**config.mk**
```make
export PLATFORM = sky130hd
export DESIGN_NAME = mem_initiator
export DESIGN_NICKNAME = d
export VERILOG_FILES = /design/src/rtl/mem_initiator.sv
export SDC_FILE = /design/constraint.sdc
export NUM_CORES = 1
export LEC_CHECK = 0
export CORE_MARGIN = 4
export CORE_UTILIZATION = 35
export DETAILED_ROUTE_END_ITERATION = 12
export DONT_BUFFER_PORTS = 1
export SETUP_SLACK_MARGIN = 0.15
export SKIP_LAST_GASP = 1
export SLEW_MARGIN = 20
export SYNTH_ARGS = -nofsm -noshare
export SYNTH_HDL_FRONTEND = slang
export SYNTH_SLANG_ARGS = --single-unit
export TNS_END_PERCENT = 20
```
**constraint.sdc**
```tcl
create_clock -name clk -period 1.73 [get_ports clk]
set_input_delay 0.346 -clock clk [delete_from_list [all_inputs] [get_ports clk]]
set_output_delay 0.346 -clock clk [all_outputs]
set_load 0.02 [all_outputs]
```
**src/rtl/mem_initiator.sv**
```systemverilog
// Bus initiator for a 2**ADDR_W x DATA_W synchronous memory: single/burst read and write
// commands come in on a valid/ready port, and read data goes out on a response port.
module mem_initiator #(
    parameter int ADDR_W = 5,
    parameter int DATA_W = 8
) (
    input  logic              clk,
    input  logic              rst_n,
    input  logic              cmd_valid,
    output logic              cmd_ready,
    input  logic              cmd_write,
    input  logic [ADDR_W-1:0] cmd_addr,
    input  logic [ADDR_W-1:0] cmd_len,
    input  logic [DATA_W-1:0] cmd_wdata,
    output logic              rsp_valid,
    output logic [ADDR_W-1:0] rsp_addr,
    output logic [DATA_W-1:0] rsp_data,
    output logic              busy,
    output logic              mem_read,
    output logic              mem_write,
    output logic [ADDR_W-1:0] mem_addr,
    output logic [DATA_W-1:0] mem_data_in,
    input  logic [DATA_W-1:0] mem_data_out
);

    // Handshake: a command transfers on a posedge where cmd_valid && cmd_ready; cmd_ready is
    // high only in IDLE. The response port has no backpressure.
    typedef enum logic [1:0] {IDLE, WRITE, READ, DRAIN} state_t;

    state_t            state;
    logic [ADDR_W-1:0] cnt;
    logic [ADDR_W-1:0] len_q;

    assign busy     = (state != IDLE);
    // The memory registers its output, so data lines up with the delayed read strobe.
    assign rsp_data = mem_data_out;

    always_ff @(posedge clk or negedge rst_n) begin
        if (!rst_n) begin
            state       <= IDLE;
            cnt         <= '0;
            len_q       <= '0;
            cmd_ready   <= 1'b0;
            mem_read    <= 1'b0;
            mem_write   <= 1'b0;
            mem_addr    <= '0;
            mem_data_in <= '0;
            rsp_valid   <= 1'b0;
            rsp_addr    <= '0;
        end else begin
            rsp_valid <= mem_read;
            if (mem_read)
                rsp_addr <= mem_addr;

            case (state)
                IDLE: begin
                    cmd_ready <= 1'b1;
                    if (cmd_valid && cmd_ready) begin
                        cmd_ready <= 1'b0;
                        len_q     <= cmd_len;
                        cnt       <= '0;
                        mem_addr  <= cmd_addr;
                        if (cmd_write) begin
                            state       <= WRITE;
                            mem_write   <= 1'b1;
                            mem_data_in <= cmd_wdata;
                        end else begin
                            state    <= READ;
                            mem_read <= 1'b1;
                        end
                    end
                end
                WRITE: begin
                    if (cnt == len_q) begin
                        state     <= IDLE;
                        mem_write <= 1'b0;
                        cmd_ready <= 1'b1;
                    end else begin
                        cnt         <= cnt + ADDR_W'(1);
                        mem_addr    <= mem_addr + ADDR_W'(1);
                        mem_data_in <= mem_data_in + DATA_W'(1);
                    end
                end
                READ: begin
                    if (cnt == len_q) begin
                        state    <= DRAIN;
                        mem_read <= 1'b0;
                    end else begin
                        cnt      <= cnt + ADDR_W'(1);
                        mem_addr <= mem_addr + ADDR_W'(1);
                    end
                end
                DRAIN: begin
                    state     <= IDLE;
                    cmd_ready <= 1'b1;
                end
                default: state <= IDLE;
            endcase
        end
    end

endmodule
```
# After elaboration in Yosys (flattened, before gate mapping)
# Index checks and enable logic that the tools add are counted.
dict set report totals {
  reg_bits 34
  input_bits 30
  output_inout_bits 31
}
dict set report op_classes {
  add_sub_neg 3
  eq_ne 11
  muxes 25
  n_reduce_logical 15
}
# operator n
set ops {}
lappend ops {{$mux 8} 3}
lappend ops {{$mux 5} 4}
lappend ops {{$pmux 5 s2} 2}
lappend ops {{$pmux 8 s2} 1}
lappend ops {{$ne 2x2->1 const B} 7}
lappend ops {{$reduce_and 4->1} 3}
lappend ops {{$add 5x1->5 const B} 2}
lappend ops {{$add 8x1->8 const B} 1}
lappend ops {{$mux 2} 4}
lappend ops {{$pmux 2 s4} 1}
lappend ops {{$reduce_bool 2->1} 4}
lappend ops {{$mux 1} 7}
lappend ops {{$reduce_and 3->1} 2}
lappend ops {{$eq 5x5->1} 1}
lappend ops {{$eq 2x2->1 const B} 2}
lappend ops {{$pmux 1 s2} 2}
lappend ops {{$reduce_and 2->1} 2}
lappend ops {{$pmux 1 s3} 1}
lappend ops {{$reduce_bool 3->1} 1}
lappend ops {{$eq 2x1->1 const B} 1}
lappend ops {{$logic_not 2->1} 1}
lappend ops {{$reduce_or 2->1} 1}
lappend ops {{$logic_and 1x1->1} 1}

# Depth between registers and ports, before layout
# Gate-level depths: netlist of run 1.
dict set report logic_depth {
  word_depth 4
  mapped_depth 9
  depth_no_buf 7
}

# Least setup slack after synthesis of run 1
# Ideal clock, no wire load.
dict set report synth_path {
  kind {flip-flop to flip-flop}
  start {register state[0]}
  end {register mem_data_in[6]}
  setup_ns 0.137
  arrival_time_ns 1.764
  setup_slack_ns -0.171
  path_stages_with_launch 10
  n_path_buf 2
  cell_sequence {dfrtp_1 -> inv_1 -> ha_1 -> buf_2 -> inv_1 -> o21ai_1 -> clkbuf_1 -> nand2_1 -> mux2i_1 -> a21oi_1}
}
dict set report synth_via {
  elab_chain_len 3
}
# element line
set synth_rtl {}
lappend synth_rtl {{start: declaration} 30} ;# state_t state;
lappend synth_rtl {{start signal: assignment} 40} ;# state <= IDLE;
lappend synth_rtl {{start signal: assignment} 64} ;# state <= WRITE;
lappend synth_rtl {{start signal: assignment} 68} ;# state <= READ;
lappend synth_rtl {{$eq 2x1->1 / $logic_not 2->1 (equally long branches)} 55} ;# case (state)
lappend synth_rtl {{$ne 2x2->1 (no source line) / $reduce_bool 2->1 (equally long branches)} --}
lappend synth_rtl {{$reduce_and 4->1 (no source line)} --}
lappend synth_rtl {{end signal: assignment} 66} ;# mem_data_in <= cmd_wdata;
lappend synth_rtl {{end signal: assignment} 81} ;# mem_data_in <= mem_data_in + DATA_W'(1);
lappend synth_rtl {{end: declaration} 22} ;# output logic [DATA_W-1:0] mem_data_in,
# Parallel ways exist; a longest one is shown, timed or not.
# A chain may end at the register's enable or synchronous reset.

# Worst setup path in the final report of run 1
dict set report layout_path {
  start {register state[0]}
  end {register mem_data_in[3]}
}
# Same word-level chain as after synthesis.

==> impl_metrics.ini, run 1 <==
[floorplan]
die-area_sq_mm = 0.00697
io_pins = 61
die_h_microns = 83.5
start_util = 0.362
fp-row-count = 27
die_w_microns = 83.5
core_sq_mm = 0.00551

[timing]
rsz0062_at_grt = yes
finClkSkew_ns = 0.00504
final_max_slew_viol_count = 0
hold-worst-slack_ns = 0.205
finalSetupViolations = 0
fmax_mhz = 642
tightest_slew_ns = 0.461
period_needed_ns = 1.56
tns_ns = 0
layout_setup_ws_ns = 0.173
max_slew_margin = 0.693
finalCritPeriodShare = 0.900
hold_violations = 0

[power]
p_leak_nw = 1.08
p_per_area_mw_per_mm2 = 2440
ir_worst_vdd_uv = 1020

[cts]
htree_levels = 2
cts_made_buffers = 5
insertion_delay_ns = 0.28
cts.clk_slew.worst_paths_ns = 0.07
cts_root_buf = clkbuf_8
cts_tree = done
cts_buffer_depth = 2
cts_sinks = 34

[global_route]
top_usage_layer = met2
gr-usage-met3 = 0.0464
antenna_found_initial = 0
grt.met1_usage = 0.197
grt_pass1_vias = 1652
overflow = 0
grt_max_degree = 35
grt_pass1_wl_mm = 8.39
grt_usage = 0.148
grt.met2_usage = 0.230

[synth]
synth_mux_area_frac = 0.127
ys_seq_area_frac = 0.427
ys_seq_elements = 34
synth_cells = 205
yosys-top-cells-count = 34 x dfrtp_1, 24 x a21oi_1, 20 x nand2_1
ys_top_cells_by_area = dfrtp_1 43%, mux2_2 6.2%, a21oi_1 6.0%, ha_1 5.0%, mux2i_1 5.0%
yosys_warnings = 0
postSynthAreaPerCell_sq_um = 9.72
synth.top_cell.area_share = 0.427
synth_compound_area_frac = 0.195
synth_xor_area_frac = 0.0220
synth_fa_ha_area_frac = 0.0502
yosysUniqueCellTypes = 38
synth_edf_count = 0
synth_simple_gate_area_frac = 0.108
synth.most_common_cell = dfrtp_1
synth_fp_nets = 243
synth_top_family_by_area = compound AO/OA/AOI/OAI gates
synth_flop_cell = dfrtp_1
yosys.area.top_type = dfrtp_1
synthesis.area_sq_mm = 0.00199
synth-async-reset-ratio = 1.00

[placement]
hpwl_mm = 3.43
portBuffers = 0
gp_congestion = 0.775
place_ws_ns = 0.00195
placed_area_sq_mm = 0.00222

[layout]
utilization = 0.460
design_area_sq_mm = 0.00253
diodes = 0
drive_above_1_share = 0.369
finalNetCount = 271
area_growth_pct = 27.1

[worst_setup_path]
critical_path_required_ns = 1.90
endpoint_kind = flop
cp-startpoint = state[0]
critPathKind = reg -> reg
worstPathMaxFanout = 8
r2r_start = state[0]
path_depth = 5
arrival_ns = 1.72
endpoint = mem_data_in[3]
critPathLaunchType = flop
reg2reg_slack_ns = 0.17
cp_top_family = simple AND/OR/NAND/NOR gates
worst_path_largest_cell_delay_ns = 0.44
r2r-end = mem_data_in[3]
slowest_stage = or3_4
reg2regPathDepth = 5
path_cells = buf_4 > ha_2 > or3_4 > o22ai_1 > a21oi_1
crit_buf_inv = 1

[route]
ant_nets = 0
wl_per_cell_microns = 16.0
routed_via_density = 5.24
first_pass_iters = 4
wirelength_mm = 4.88
vias = 1597
drc = 0
drt_iter0_drc = 93

[job]
maxCapViolations = 0

[min_path]
hold_path.class = in -> reg

[status]
status = complete, no violations
[per-stage QoR]
stage | total power, W | cells
floorplan | 0.00390 | 205
global placement | 0.00477 | 288
detailed placement | 0.00480 | 288
CTS | 0.00588 | 304
global route | 0.00669 | 305
finish | 0.00617 | 305
[worst min-delay path by stage]
stage | startpoint | endpoint | slack, ns | depth (start not counted)
floorplan | rst_n | cmd_ready | 0.05 | 0
global placement | rst_n | rsp_addr[2] | 0.05 | 0
detailed placement | rst_n | rsp_addr[2] | 0.05 | 0
CTS | cmd_len[0] | len_q[0] | 0.20 | 1
global route | cmd_len[2] | len_q[2] | 0.19 | 1
finish | cmd_len[3] | len_q[3] | 0.21 | 1
[cells by family (layout without fill, tap and decap cells)]
logic type / count (synthesis) / in the layout
AOI/OAI and AO/OA: 63 / 63
and+or+nand+nor: 46 / 46
DFF: 34 / 34
buffers and inverters: 26 / 54
muxes: 23 / 23
adders and majority gates: 8 / 8
xor gates and xnor gates: 5 / 5
[layer usage]
metal  vias up  part of all wire
li1        780                 -
met1       774              0.45
met2        36              0.48
met3         7             0.060
met4         0             0.016
met5         -                 0
[report_power, final]
part	switching [W]	internal (W)	total, W
clock	0.000285	0.000461	0.000745
sequential	0.000468	0.00117	0.00163
combinational	0.00195	0.00184	0.00379
[layout by cell type (no fill, tap or decap), types with 2 or more instances in the layout]
| master | n |
|---|---|
| mux2i_1 | 10 |
| xor2_1 | 5 |
| a21oi_1 | 16 |
| nand2_1 | 20 |
| inv_2 | 2 |
| o22a_1 | 2 |
| ha_1 | 6 |
| nand3_1 | 9 |
| o21ai_0 | 9 |
| o22ai_2 | 2 |
| clkbuf_8 | 6 |
| a21boi_1 | 4 |
| dfrtp_1 | 34 |
| buf_6 | 5 |
| a21oi_2 | 8 |
| nor2_1 | 6 |
| o22ai_1 | 8 |
| buf_4 | 32 |
| mux2_4 | 2 |
| mux2_2 | 11 |
| inv_1 | 5 |
[registers in the layout, indices dropped and copies added, names as in the netlist]
name         cells
len_q            5
rsp_addr         5
mem_addr         5
mem_read         1
state            2
rsp_valid        1
mem_write        1
cnt              5
mem_data_in      8
cmd_ready        1
[layout make-up]
| cell class | instances | area, sq um |
|---|---|---|
| multi-input cells | 145 | 1120 |
| clock buffers | 6 | 82.6 |
| inverters | 8 | 32.5 |
| fillers | 519 | 2970 |
| well taps | 72 | 90.1 |
| repair buffers | 39 | 327 |
| clock inverters | 1 | 30.0 |
| flip-flops and latches | 34 | 851 |
[repair_timing]
item / in CTS / in global routing
resized for setup: 9 / 23
buffers inserted: 7 / 1
pin swaps: 2 / 13
setup endpoints to repair: 21 / 22
hold buffers: 2 / 0
endpoints found under the hold margin: 34 / 0
Note: power is estimated with default switching activity, not from simulation.
==> run 2: changes to the inputs <==
==> constraint.sdc (replaced) <==
create_clock -name clk -period 1.6 [get_ports clk]
set_input_delay 0.32 -clock clk [delete_from_list [all_inputs] [get_ports clk]]
set_output_delay 0.32 -clock clk [all_outputs]
set_load 0.02 [all_outputs]
==> run 2 against run 1 <==
The flow now finishes with violations (setup timing). Via count is 4.4% higher. Routed wire length grew 6.6%. Register-to-register slack lost 0.18 ns. Total power grew 12%. Clock skew decreased by 0.0020 ns. Fmax is 3.0% lower. Largest cell class unchanged. Highest routed layer unchanged. Hold slack lost 0.021 ns.
==> impl_metrics.ini, run 2 (synthesis results as in run 1) <==
[status]
status = finished with violations
violations = setup timing

[cts]
cts_made_buffers = 5
cts_root_buf = clkbuf_8
cts_sinks = 34
insertion_delay_ns = 0.28
htree_levels = 2
cts_buffer_depth = 2
cts_tree = done
cts.clk_slew.worst_paths_ns = 0.07

[global_route]
grt_max_degree = 35
grt_pass1_vias = 1713
overflow = 0
grt_pass1_wl_mm = 8.38
grt_usage = 0.146
antenna_found_initial = 0

[layout]
fillCellCount = 519
layout_common_cells = 41 x buf_4, 34 x dfrtp_1, 21 x a21oi_1
layout.cells.non_filler = 317
layout_commonest_cell = buf_4
largest_reg_flops = 8
drive_above_1_share = 0.392
area_growth_pct = 31.0
utilization = 0.474
finalNetCount = 282
top_register = mem_data_in
diodes = 0

[worst_setup_path]
worstPathMaxFanout = 3
critPathKind = reg -> reg
r2r_start = len_q[4]
critPathLaunchType = flop
reg2regPathDepth = 5
r2r-end = state[1]
endpoint_kind = flop
arrival_ns = 1.77
reg2reg_slack_ns = -0.005
critical_path_required_ns = 1.77

[timing]
finalCritPeriodShare = 1.00
final_max_slew_viol_count = 0
fmax_mhz = 623
finClkSkew_ns = 0.00299
finalSetupViolations = 2
layout_setup_ws_ns = -0.00503
tns_ns = -0.00514
rsz0062_at_grt = yes
max_slew_margin = 0.703
period_needed_ns = 1.61
hold_violations = 0
tightest_slew_ns = 0.446

[min_path]
worstHoldStart = cmd_len[3]
min_path_cells = 1
min_to = len_q[3]
hold_path.class = in -> reg

[power]
finalPower_w = 0.00690
p_per_area_mw_per_mm2 = 2640
p_leak_nw = 1.15
ir_worst_vdd_uv = 1410

[floorplan]
io_pins = 61
start_util = 0.362
die_h_microns = 83.5
core_sq_mm = 0.00551
fp-row-count = 27
die_w_microns = 83.5
die-area_sq_mm = 0.00697

[placement]
hpwl_mm = 3.61
gp_congestion = 0.825
portBuffers = 0
placed_cells = 297

[route]
wl_met3_microns = 292
wl_per_cell_microns = 16.4
drt_iter0_drc = 153
top_layer = met4
wl_met2_mm = 2.61
drc = 0
vias = 1667
first_pass_iters = 4
wirelength_mm = 5.21
ant_nets = 0
wl_met1_mm = 2.26
routed_via_density = 5.26

[job]
maxCapViolations = 0
## run 2: timing repair
item                                    in CTS  in global routing
pin swaps                                    5                  6
hold buffers                                 2                  0
setup buffers                                9                  0
cloned                                       0                  1
hold endpoints to repair                    34                  0
endpoints found under the setup margin      24                 29
resized for setup                           18                 16
## run 2: area by class of cell
| class | count | area [sq um] | area share |
|---|---|---|---|
| inverter | 8 | 37.5 | 0.0144 |
| sequential | 34 | 851 | 0.326 |
| multi-input combinational | 145 | 1130 | 0.433 |
| timing repair buffer | 50 | 410 | 0.157 |
| clock buffer | 7 | 86.3 | 0.0331 |
| clock inverter | 1 | 5.00 | 0.00192 |
| tap | 72 | 90.1 | 0.0345 |
## run 2: worst max-delay path by stage
stage	startpoint	slack [ns]	depth (start not counted)	to
6_report	len_q[4]	-0.005	5	state[1]
5_1_grt	state[0]	-0.07	9	mem_addr[4]
4_1_cts	cnt[1]	0.02	6	mem_addr[2]
3_5_place_dp	state[0]	-0.14	8	cnt[4]
3_3_place_gp	state[1]	-0.06	8	cnt[4]
2_1_floorplan	cnt[2]	-0.07	6	state[0]
## run 2: through the flow
stage | cell area, sq um | hold slack (ns) | setup slack (ns)
2_1_floorplan | 2070 | 0.0244 | -0.0653
3_3_place_gp | 2300 | 0.0252 | -0.0563
3_5_place_dp | 2300 | 0.0252 | -0.141
4_1_cts | 2550 | 0.176 | 0.0158
5_1_grt | 2610 | 0.170 | -0.0732
6_report | 2610 | 0.184 | -0.00503
## run 2: metal layers
metal | vias to the layer above | track usage
li1 | 810 | -
met1 | 812 | 0.181
met3 | 7 | 0.0444
met4 | 0 | 0.0380
met2 | 38 | 0.247
met5 | - | 0
## run 2: critical path: stages (launching register included)
cell     delay (ns)
dfrtp_1        0.38
xor2_1         0.17
nor3_2         0.28
and2_4         0.23
o21a_4         0.14
mux2_4         0.29
## run 2: report_power, final
part           switching [W]  internal [W]  leakage (nW)
Combinational        0.00223       0.00226         0.718
Sequential          0.000495       0.00126         0.380
Clock               0.000306      0.000347        0.0482
